$ cat src/rtl/elevator_pkg.sv
// Shared constants for the elevator call scheduler: floor range, FSM encodings
// and the default door dwell.
package elevator_pkg;

   localparam int NUM_FLOORS = 4;
   localparam int FLOOR_MIN  = 1;
   localparam int FLOOR_MAX  = 4;

   localparam logic [31:0] DWELL_COUNT_DEFAULT = 32'd5000000;

   localparam logic [1:0] ST_IDLE  = 2'd0;
   localparam logic [1:0] ST_SERVE = 2'd1;
   localparam logic [1:0] ST_DOOR  = 2'd2;

   // One-hot lamp bit for a floor number; out-of-range floors map to no bit.
   function automatic logic [NUM_FLOORS-1:0] floor_mask(input logic [3:0] f);
      logic [NUM_FLOORS-1:0] m;
      m = '0;
      for (int i = 0; i < NUM_FLOORS; i++) begin
         if (f == 4'(i + 1)) m[i] = 1'b1;
      end
      return m;
   endfunction

endpackage

$ cat src/rtl/call_input_sync.sv
// Per-button 2-flop synchronizer plus a history flop; emits a one-cycle press
// pulse on each synchronized rising edge, so a held button yields one event.
module call_input_sync
   import elevator_pkg::*;
(
   input  logic                  clk,
   input  logic                  rst_n,
   input  logic [NUM_FLOORS-1:0] btn_raw,
   output logic [NUM_FLOORS-1:0] press
);

   logic [NUM_FLOORS-1:0] s1, s2, s3;

   always_ff @(posedge clk or negedge rst_n) begin
      if (!rst_n) begin
         s1 <= '0;
         s2 <= '0;
         s3 <= '0;
      end else begin
         s1 <= btn_raw;
         s2 <= s1;
         s3 <= s2;
      end
   end

   assign press = s2 & ~s3;

endmodule

$ cat src/rtl/elevator_call_scheduler.sv
// Latches floor calls, picks the next target with a sweep (elevator) policy
// and runs the door dwell. state_dbg exposes the FSM state.
module elevator_call_scheduler
   import elevator_pkg::*;
#(
   parameter logic [31:0] DWELL_COUNT = DWELL_COUNT_DEFAULT
) (
   input  logic       clk,
   input  logic       rst_n,
   input  logic [3:0] call_btn,
   input  logic [3:0] current_floor,
   input  logic       car_idle,
   output logic [3:0] requested_floor,
   output logic [3:0] call_lamp,
   output logic       door_open,
   output logic       dir_up,
   output logic [1:0] state_dbg
);

   logic [1:0]  state;
   logic [31:0] dwell_cnt;
   logic [3:0]  press_evt;

   call_input_sync u_sync (
      .clk     (clk),
      .rst_n   (rst_n),
      .btn_raw (call_btn),
      .press   (press_evt)
   );

   logic       here_hit, have_up, have_dn, sel_valid, sel_flip;
   logic [3:0] up_tgt, dn_tgt, sel_tgt;

   // Target selection: stop here, else nearest ahead, else nearest behind (reverse).
   always_comb begin
      here_hit = car_idle && (|(call_lamp & floor_mask(current_floor)));
      have_up  = 1'b0;
      have_dn  = 1'b0;
      up_tgt   = 4'd1;
      dn_tgt   = 4'd1;
      for (int f = FLOOR_MAX; f >= FLOOR_MIN; f--) begin
         if (call_lamp[2'(f - 1)] && (4'(f) > current_floor)) begin
            have_up = 1'b1;
            up_tgt  = 4'(f);
         end
      end
      for (int f = FLOOR_MIN; f <= FLOOR_MAX; f++) begin
         if (call_lamp[2'(f - 1)] && (4'(f) < current_floor)) begin
            have_dn = 1'b1;
            dn_tgt  = 4'(f);
         end
      end
      sel_valid = 1'b1;
      sel_flip  = 1'b0;
      sel_tgt   = requested_floor;
      if (here_hit) begin
         sel_tgt = current_floor;
      end else if (dir_up ? have_up : have_dn) begin
         sel_tgt = dir_up ? up_tgt : dn_tgt;
      end else if (dir_up ? have_dn : have_up) begin
         sel_tgt  = dir_up ? dn_tgt : up_tgt;
         sel_flip = 1'b1;
      end else begin
         sel_valid = 1'b0;
      end
   end

   logic       arrive, enter_door, door_press;
   logic [3:0] lamp_set, lamp_clr, lamp_next;

   // The door floor's lamp is never relit while the door is open; a clear beats a set.
   always_comb begin
      arrive     = car_idle && (current_floor == requested_floor)
                   && (|(call_lamp & floor_mask(requested_floor)));
      enter_door = ((state == ST_IDLE) && (call_lamp != 4'd0) && here_hit)
                   || ((state == ST_SERVE) && arrive);
      door_press = (state == ST_DOOR) && (|(press_evt & floor_mask(requested_floor)));
      lamp_set   = press_evt & ~((state == ST_DOOR) ? floor_mask(requested_floor) : 4'd0);
      lamp_clr   = enter_door ? floor_mask(current_floor) : 4'd0;
      lamp_next  = (call_lamp | lamp_set) & ~lamp_clr;
   end

   always_ff @(posedge clk or negedge rst_n) begin
      if (!rst_n) begin
         state           <= ST_IDLE;
         requested_floor <= 4'd1;
         call_lamp       <= 4'd0;
         door_open       <= 1'b0;
         dir_up          <= 1'b1;
         dwell_cnt       <= 32'd0;
      end else begin
         call_lamp <= lamp_next;
         case (state)
            ST_IDLE: begin
               if (enter_door) begin
                  state           <= ST_DOOR;
                  requested_floor <= current_floor;
                  door_open       <= 1'b1;
                  dwell_cnt       <= 32'd0;
               end else if (call_lamp != 4'd0) begin
                  state <= ST_SERVE;
                  if (sel_valid) begin
                     requested_floor <= sel_tgt;
                     if (sel_flip) dir_up <= ~dir_up;
                  end
               end
            end
            ST_SERVE: begin
               if (enter_door) begin
                  state     <= ST_DOOR;
                  door_open <= 1'b1;
                  dwell_cnt <= 32'd0;
               end else if (call_lamp == 4'd0) begin
                  state <= ST_IDLE;
               end else if (sel_valid) begin
                  requested_floor <= sel_tgt;
                  if (sel_flip) dir_up <= ~dir_up;
               end
            end
            ST_DOOR: begin
               if (door_press) begin
                  dwell_cnt <= 32'd0;
               end else if (dwell_cnt == DWELL_COUNT - 32'd1) begin
                  door_open <= 1'b0;
                  state     <= (lamp_next != 4'd0) ? ST_SERVE : ST_IDLE;
               end else begin
                  dwell_cnt <= dwell_cnt + 32'd1;
               end
            end
            default: begin
               state     <= ST_IDLE;
               door_open <= 1'b0;
            end
         endcase
      end
   end

   assign state_dbg = state;

endmodule

$ cat config.mk
export PLATFORM = sky130hd
export DESIGN_NAME = elevator_call_scheduler
export DESIGN_NICKNAME = d
export VERILOG_FILES = /design/src/rtl/elevator_pkg.sv /design/src/rtl/call_input_sync.sv /design/src/rtl/elevator_call_scheduler.sv
export SDC_FILE = /design/constraint.sdc
export NUM_CORES = 1
export LEC_CHECK = 0
export BUFFER_PORTS_ARGS = -buffer_cell sky130_fd_sc_hd__buf_4
export CAP_MARGIN = 20
export CORE_ASPECT_RATIO = 1.75
export CORE_MARGIN = 2
export CORE_UTILIZATION = 51
export DETAILED_ROUTE_END_ITERATION = 10
export PLACE_DENSITY = 0.7
export SLEW_MARGIN = 30
export SYNTH_ARGS = -nofsm -noshare
export SYNTH_HDL_FRONTEND = slang
export SYNTH_SLANG_ARGS = --single-unit
$ cat constraint.sdc
create_clock -name clk -period 3.1 [get_ports clk]
set_input_delay 0 -clock clk [delete_from_list [all_inputs] [get_ports clk]]
set_output_delay 0 -clock clk [all_outputs]
set_load 0.1 [all_outputs]
-- After elaboration in Yosys (flattened, before gate mapping)
Index checks and enable logic that the tools add are counted.
- multiplexer cells: 58
- $lt $le $gt $ge: 4
- eq/ne operators: 22
- bitwise logic cells: 11
- add/sub/neg operators: 1
- reduce and logical (&&, ||, !) cells: 27
- operators with widths (cell ; number):
    two-way mux 32 bit ; 3
    case mux 32 bit (2 select lines) ; 1
    two-way mux 4 bit ; 13
    adder 32 x 1 -> 32 bit, second input constant ; 1
    == test 32 x 23 -> 1 bit, second input constant ; 1
    two-way mux 1 bit ; 29
    AND 4 bit ; 6
    == test 4 x 2 -> 1 bit, second input constant ; 4
    two-way mux 2 bit ; 8
    NOT 4 bit ; 3
    OR reduction 4 bit ; 3
    logical AND 1 bit ; 11
    == test 4 x 1 -> 1 bit, second input constant ; 2
    == test 4 x 3 -> 1 bit, second input constant ; 2
    != test 2 bit, second input constant ; 4
    case mux 4 bit (2 select lines) ; 1
    AND reduction 4 bit ; 2
    nonzero test 4 bit ; 2
    != test 2 x 1 -> 1 bit, second input constant ; 3
    != test 3 x 2 -> 1 bit, second input constant ; 2
    case mux 2 bit (3 select lines) ; 1
    AND reduction 3 bit ; 2
    AND reduction 5 bit ; 1
    == test 4 bit ; 1
    15 further kinds ; 17
- input port bits: 11
- output and inout bits: 12
- register bits: 56

-- Depth between registers and ports, before layout
- depth after elaboration: 15
- depth in mapped cells: 9

-- Cells and area by module
Synthesis repeated with hierarchy kept, for this count alone.
- cell total of the unflattened synthesis: 335
- area, all modules: 3196.8 µm²
- by module, submodules not included (module ; instances ; cells an instance ; area each (µm²) ; sequential area each (µm²)):
    elevator_call_scheduler ; 1 ; 319 ; 2841.5 ; 1103.6
    call_input_sync ; 1 ; 16 ; 355.3 ; 300.3

-- Worst setup path after synthesis
Ideal clock, no wire load.
- path type: reg2reg
- start point: register call_lamp[1]
- end point: register dwell_cnt[10]
- setup slack: 0.424 ns
- library setup time: 0.132 ns
- clock period less this slack: 2.676 ns
- cell stages (with the launch flop): 10
- buffers on the path: 3
- arrival: 2.543 ns
- cell sequence: dfrtp_1 -> clkbuf_1 -> mux2_2 -> a211oi_1 -> or4_4 -> and2_1 -> buf_6 -> nand2_4 -> buf_6 -> a31oi_1
- cells in the longest elaborated chain, start to end: 7
- elaborated cells between the ends (all ways): 13
- classes of those cells: 1 x eq/ne; 2 x bitwise; 10 x reduce/logical
- RTL lines (what ; RTL line ; source):
    start, declared ; elevator_call_scheduler.sv:14 ; output logic [3:0] call_lamp,
    start signal, assigned ; elevator_call_scheduler.sv:92 ; call_lamp <= lamp_next;
    AND 4 bit (on tied branches) ; elevator_call_scheduler.sv:36, elevator_call_scheduler.sv:74 ;
    OR reduction 4 bit (on tied branches) ; elevator_call_scheduler.sv:36, elevator_call_scheduler.sv:74 ;
    logical AND 1 bit (on tied branches) ; elevator_call_scheduler.sv:36, elevator_call_scheduler.sv:74 ;
    logical AND 1 bit (on tied branches) ; elevator_call_scheduler.sv:75, elevator_call_scheduler.sv:76 ;
    logical OR 1 bit (*) ; elevator_call_scheduler.sv:76 ; || ((state == ST_SERVE) && arrive);
    != test 2 x 1 -> 1 bit (no line) (*) ; n/a ;
    AND reduction 3 bit (no line) (*) ; n/a ;
    end signal, assigned ; elevator_call_scheduler.sv:127 ; dwell_cnt <= dwell_cnt + 32'd1;
    end, declared ; elevator_call_scheduler.sv:21 ; logic [31:0] dwell_cnt;
Every way passes the cells marked *; elsewhere a longest branch is shown, timed or not.
A chain may end at the register's enable or synchronous reset.

-- Final worst setup path
- start point: register dwell_cnt[0]
- end point: register dwell_cnt[28]
- cells in the longest elaborated chain, start to end: 4
- elaborated cells between the ends (all ways): 7
- classes of those cells: 1 x add/sub; 2 x eq/ne; 3 x mux; 1 x reduce/logical
- RTL lines (what ; RTL line ; source):
    adder 32 x 1 -> 32 bit ; elevator_call_scheduler.sv:127 ;
    two-way mux 32 bit ; elevator_call_scheduler.sv:123 ; end else if (dwell_cnt == DWELL_COUNT - 32'd1) begin
    two-way mux 32 bit ; elevator_call_scheduler.sv:121 ; if (door_press) begin
    case mux 32 bit (2 select lines) ; elevator_call_scheduler.sv:93 ; case (state)
Parallel ways exist; a longest one is shown, timed or not. The select of a mux whose other input is x is not followed.

==> impl_metrics.json <==
{
  "start_kind": "flop",
  "ff2ff_path_depth": 7,
  "path_buf_inv": 0,
  "clk_latency_ns": 0.32,
  "ys_ff_latch": 56,
  "clock_power_share_pct": 39.6,
  "clk_pin_slew_worst_paths_ns": 0.10,
  "p_leak_uw": 0.00149,
  "nets": 379,
  "drv_slew": 0,
  "relSlewSlack_pct": 52.6,
  "outcome": "complete, no violations",
  "p_sw_share_pct": 20.9,
  "cpPeakStageDelay_ns": 0.59,
  "cp-endpoint": "dwell_cnt[28]",
  "syn_area_per_cell_um2": 9.09,
  "cts_buffers": 5,
  "final_cell_area_um2": 3520,
  "timing.hold.ws_ns": 0.0184,
  "rsz0062_at_grt": "no",
  "antenna_found_initial": 0,
  "pwr-share-comb_pct": 4.4,
  "synth_cell_types": 50,
  "path_max_fanout": 31,
  "ir_drop_mv": 0.279,
  "synth_top_family_by_area": "simple AND/OR/NAND/NOR gates",
  "netlist_area_um2": 3150,
  "syn_nets": 359,
  "fmax_mhz": 403,
  "muxShareOfSynthArea_pct": 1.71,
  "ys_seq_area_share_pct": 44.5,
  "synth_xor_area_share_pct": 1.11,
  "rows": 37,
  "drtPass1Iterations": 4,
  "ant_nets": 0,
  "grt_pass1_vias": 2716,
  "fin_crit_ns": 2.48,
  "cts_num_sinks": 56,
  "yosys-top-cells-area": "dfrtp_1, a31oi_1, a21oi_1",
  "end_kind": "flop",
  "power_uw": 1320,
  "synth_compound_area_share_pct": 22.1,
  "gp_congestion": 0.865,
  "maxCapViolCount": 0,
  "drt-total-wl_um": 7790,
  "areaGrowthSynthToFinish_pct": 11.7,
  "vias_per_cell": 6.28,
  "internal_power_uw": 1050,
  "dp_hpwl_um": 5510,
  "post-route-period-util_pct": 80.1,
  "critPathRequiredTime_ns": 3.34,
  "drive_above_1_share_pct": 15.8,
  "synth_top_area_share_pct": 42.9,
  "power_density_nw_per_um2": 376,
  "synth_top_flop_cell": "dfrtp_1",
  "clk_path_buf_depth": 2,
  "worstReg2RegEnd": "dwell_cnt[28]",
  "synthCells": 347,
  "cts-resized-gates": 0,
  "gr-total-overflow": 0,
  "drc_errors": 0,
  "start_util_pct": 53.2,
  "crit_slowest_cell": "or4_4",
  "worstPathCellList": "ha_1 -> and4_1 -> nand2_1 -> or4_4 -> o21ai_4 -> nand2_4 -> a31oi_1",
  "synth_warnings": 0,
  "grt_max_degree": 57,
  "worstHoldStart": "current_floor[0]",
  "io_pins": 23,
  "drt_iter0_drc": 148,
  "setup_violations": 0,
  "htree_num_levels": 2,
  "path_depth": 7,
  "crit_type": "reg2reg",
  "coreArea_um2": 5930,
  "synth_edf_count": 0,
  "antenna_cells": 0,
  "worst-endpoint-arrival_ns": 2.72,
  "die_w_um": 63.4,
  "die_height_um": 108,
  "tns_ns": 0,
  "ctsRootBufferMaster": "clkbuf_8",
  "synthAdderAreaFrac_pct": 0.397,
  "regToRegSetupSlack_ns": 0.62,
  "yosys.area_share.simple_pct": 25.8,
  "grt_pass1_wl_um": 13200,
  "crit_start": "dwell_cnt[0]",
  "hold_class": "in2reg",
  "cts_tree": "built",
  "synthArstFlopShare_pct": 100,
  "finalHoldViolations": 0,
  "skew_ns": 0.0114,
  "p_switching_uw": 277,
  "dieArea_um2": 6850,
  "io_buffer_count": 22,
  "synthTopCellsByCount": "dfrtp_1, nand2_1, a31oi_1, a21oi_1, nor2_1",
  "vias": 2799,
  "p_seq_share_pct": 56.0,
  "grt_use_total_pct": 24.6,
  "tightest_slew_ns": 0.711,
  "wl_per_cell_um": 17.5,
  "synth_top_area_cell": "dfrtp_1",
  "placed_area_um2": 3340,
  "yosysMostFrequentCell": "dfrtp_1",
  "cpLargestDelayFamily": "simple AND/OR/NAND/NOR gates",
  "r2r-start": "dwell_cnt[0]"
}
worst register-to-register path, delay by kind of cell, from the launching register on:
family	cells	cell delay, ns
fa+ha+maj	1	0.29
flops	1	0.46
compound gates	2	0.47
simple gates	4	1.19
cells in the final DEF, fill, tap and decap left out, drive strengths merged, types with 4 or more instances in the layout:
master       Yosys  routed
inv              7       7
nor3             9       9
and2             4       4
dlygate4sd3      0       6
nor4             6       6
nor4b            5       5
a31oi           36      36
nor2            25      25
a21oi           27      27
dfrtp           54      54
nand4            6       6
o21ai           16      16
nand2           37      37
nand2b          10      10
or2              4       4
o21a             5       5
nand3           20      20
clkbuf           7       7
and3             7       7
buf             12      26
a41oi            6       6
nand3b           5       5
kinds of logic (layout without fill, tap and decap cells):
group | after synthesis | count (layout)
simple gates | 150 | 150
compound gates | 105 | 105
xor+xnor | 4 | 4
buf+inv | 26 | 47
mux | 5 | 5
fa+ha+maj | 1 | 1
flops | 56 | 56
layer usage:
metal  track usage, %  vias to the layer above  wire length [um]
met4             13.2                        0               318
li1                 -                     1344                 -
met5                0                        -                 0
met1             27.0                     1377              3070
met3             3.02                       22               172
met2             45.5                       56              4220
how the worst min path moves through the flow:
| stage | endpoint | slack, ns | depth (start not counted) |
|---|---|---|---|
| global route | call_lamp[2] | 0.01 | 2 |
| global placement | u_sync.s3[0] | 0.1 | 1 |
| floorplan | call_lamp[0] | -0.30 | 0 |
| detailed placement | u_sync.s2[0] | 0.1 | 1 |
| finish | call_lamp[0] | 0.02 | 2 |
| CTS | call_lamp[2] | 0.0004 | 2 |
final cells by class:
type	count	area, um^2
Inverter	7	26.3
Fill cell	533	2400
Sequential cell	56	1400
Clock inverter	1	30.0
Tap cell	78	97.6
Multi-Input combinational cell	265	1610
Timing Repair Buffer	32	255
Clock buffer	7	96.3
per-stage QoR:
stage               worst slack (ns)  utilization, %  std cells
detailed placement             0.630            56.3        432
CTS                            0.592            59.5        446
global placement               0.716            56.3        432
global route                   0.437            59.5        446
floorplan                      0.424               -        347
finish                         0.618            59.5        446
registers in the layout, summed over array words and instances, names as in the netlist:
register	count
u_sync.s1	4
dir_up	1
u_sync.s2	4
door_open	1
requested_floor	4
state_dbg	2
call_lamp	4
u_sync.s3	4
dwell_cnt	32
power groups by stage:
stage	registers [uW]	clock network, uW	logic [uW]
2_1_floorplan	755	0	24.6
6_report	741	524	58.7
3_3_place_gp	755	0	52.8
4_1_cts	741	536	59.4
3_5_place_dp	756	0	53.2
5_1_grt	742	572	65.7
repair_timing:
action / CTS / global route
hold buffers: 6 / 0
endpoints found under the hold margin: 59 / 0
setup endpoints to repair: 0 / 0
buffers inserted: 0 / 0
Power figures use the tool's default switching activity.
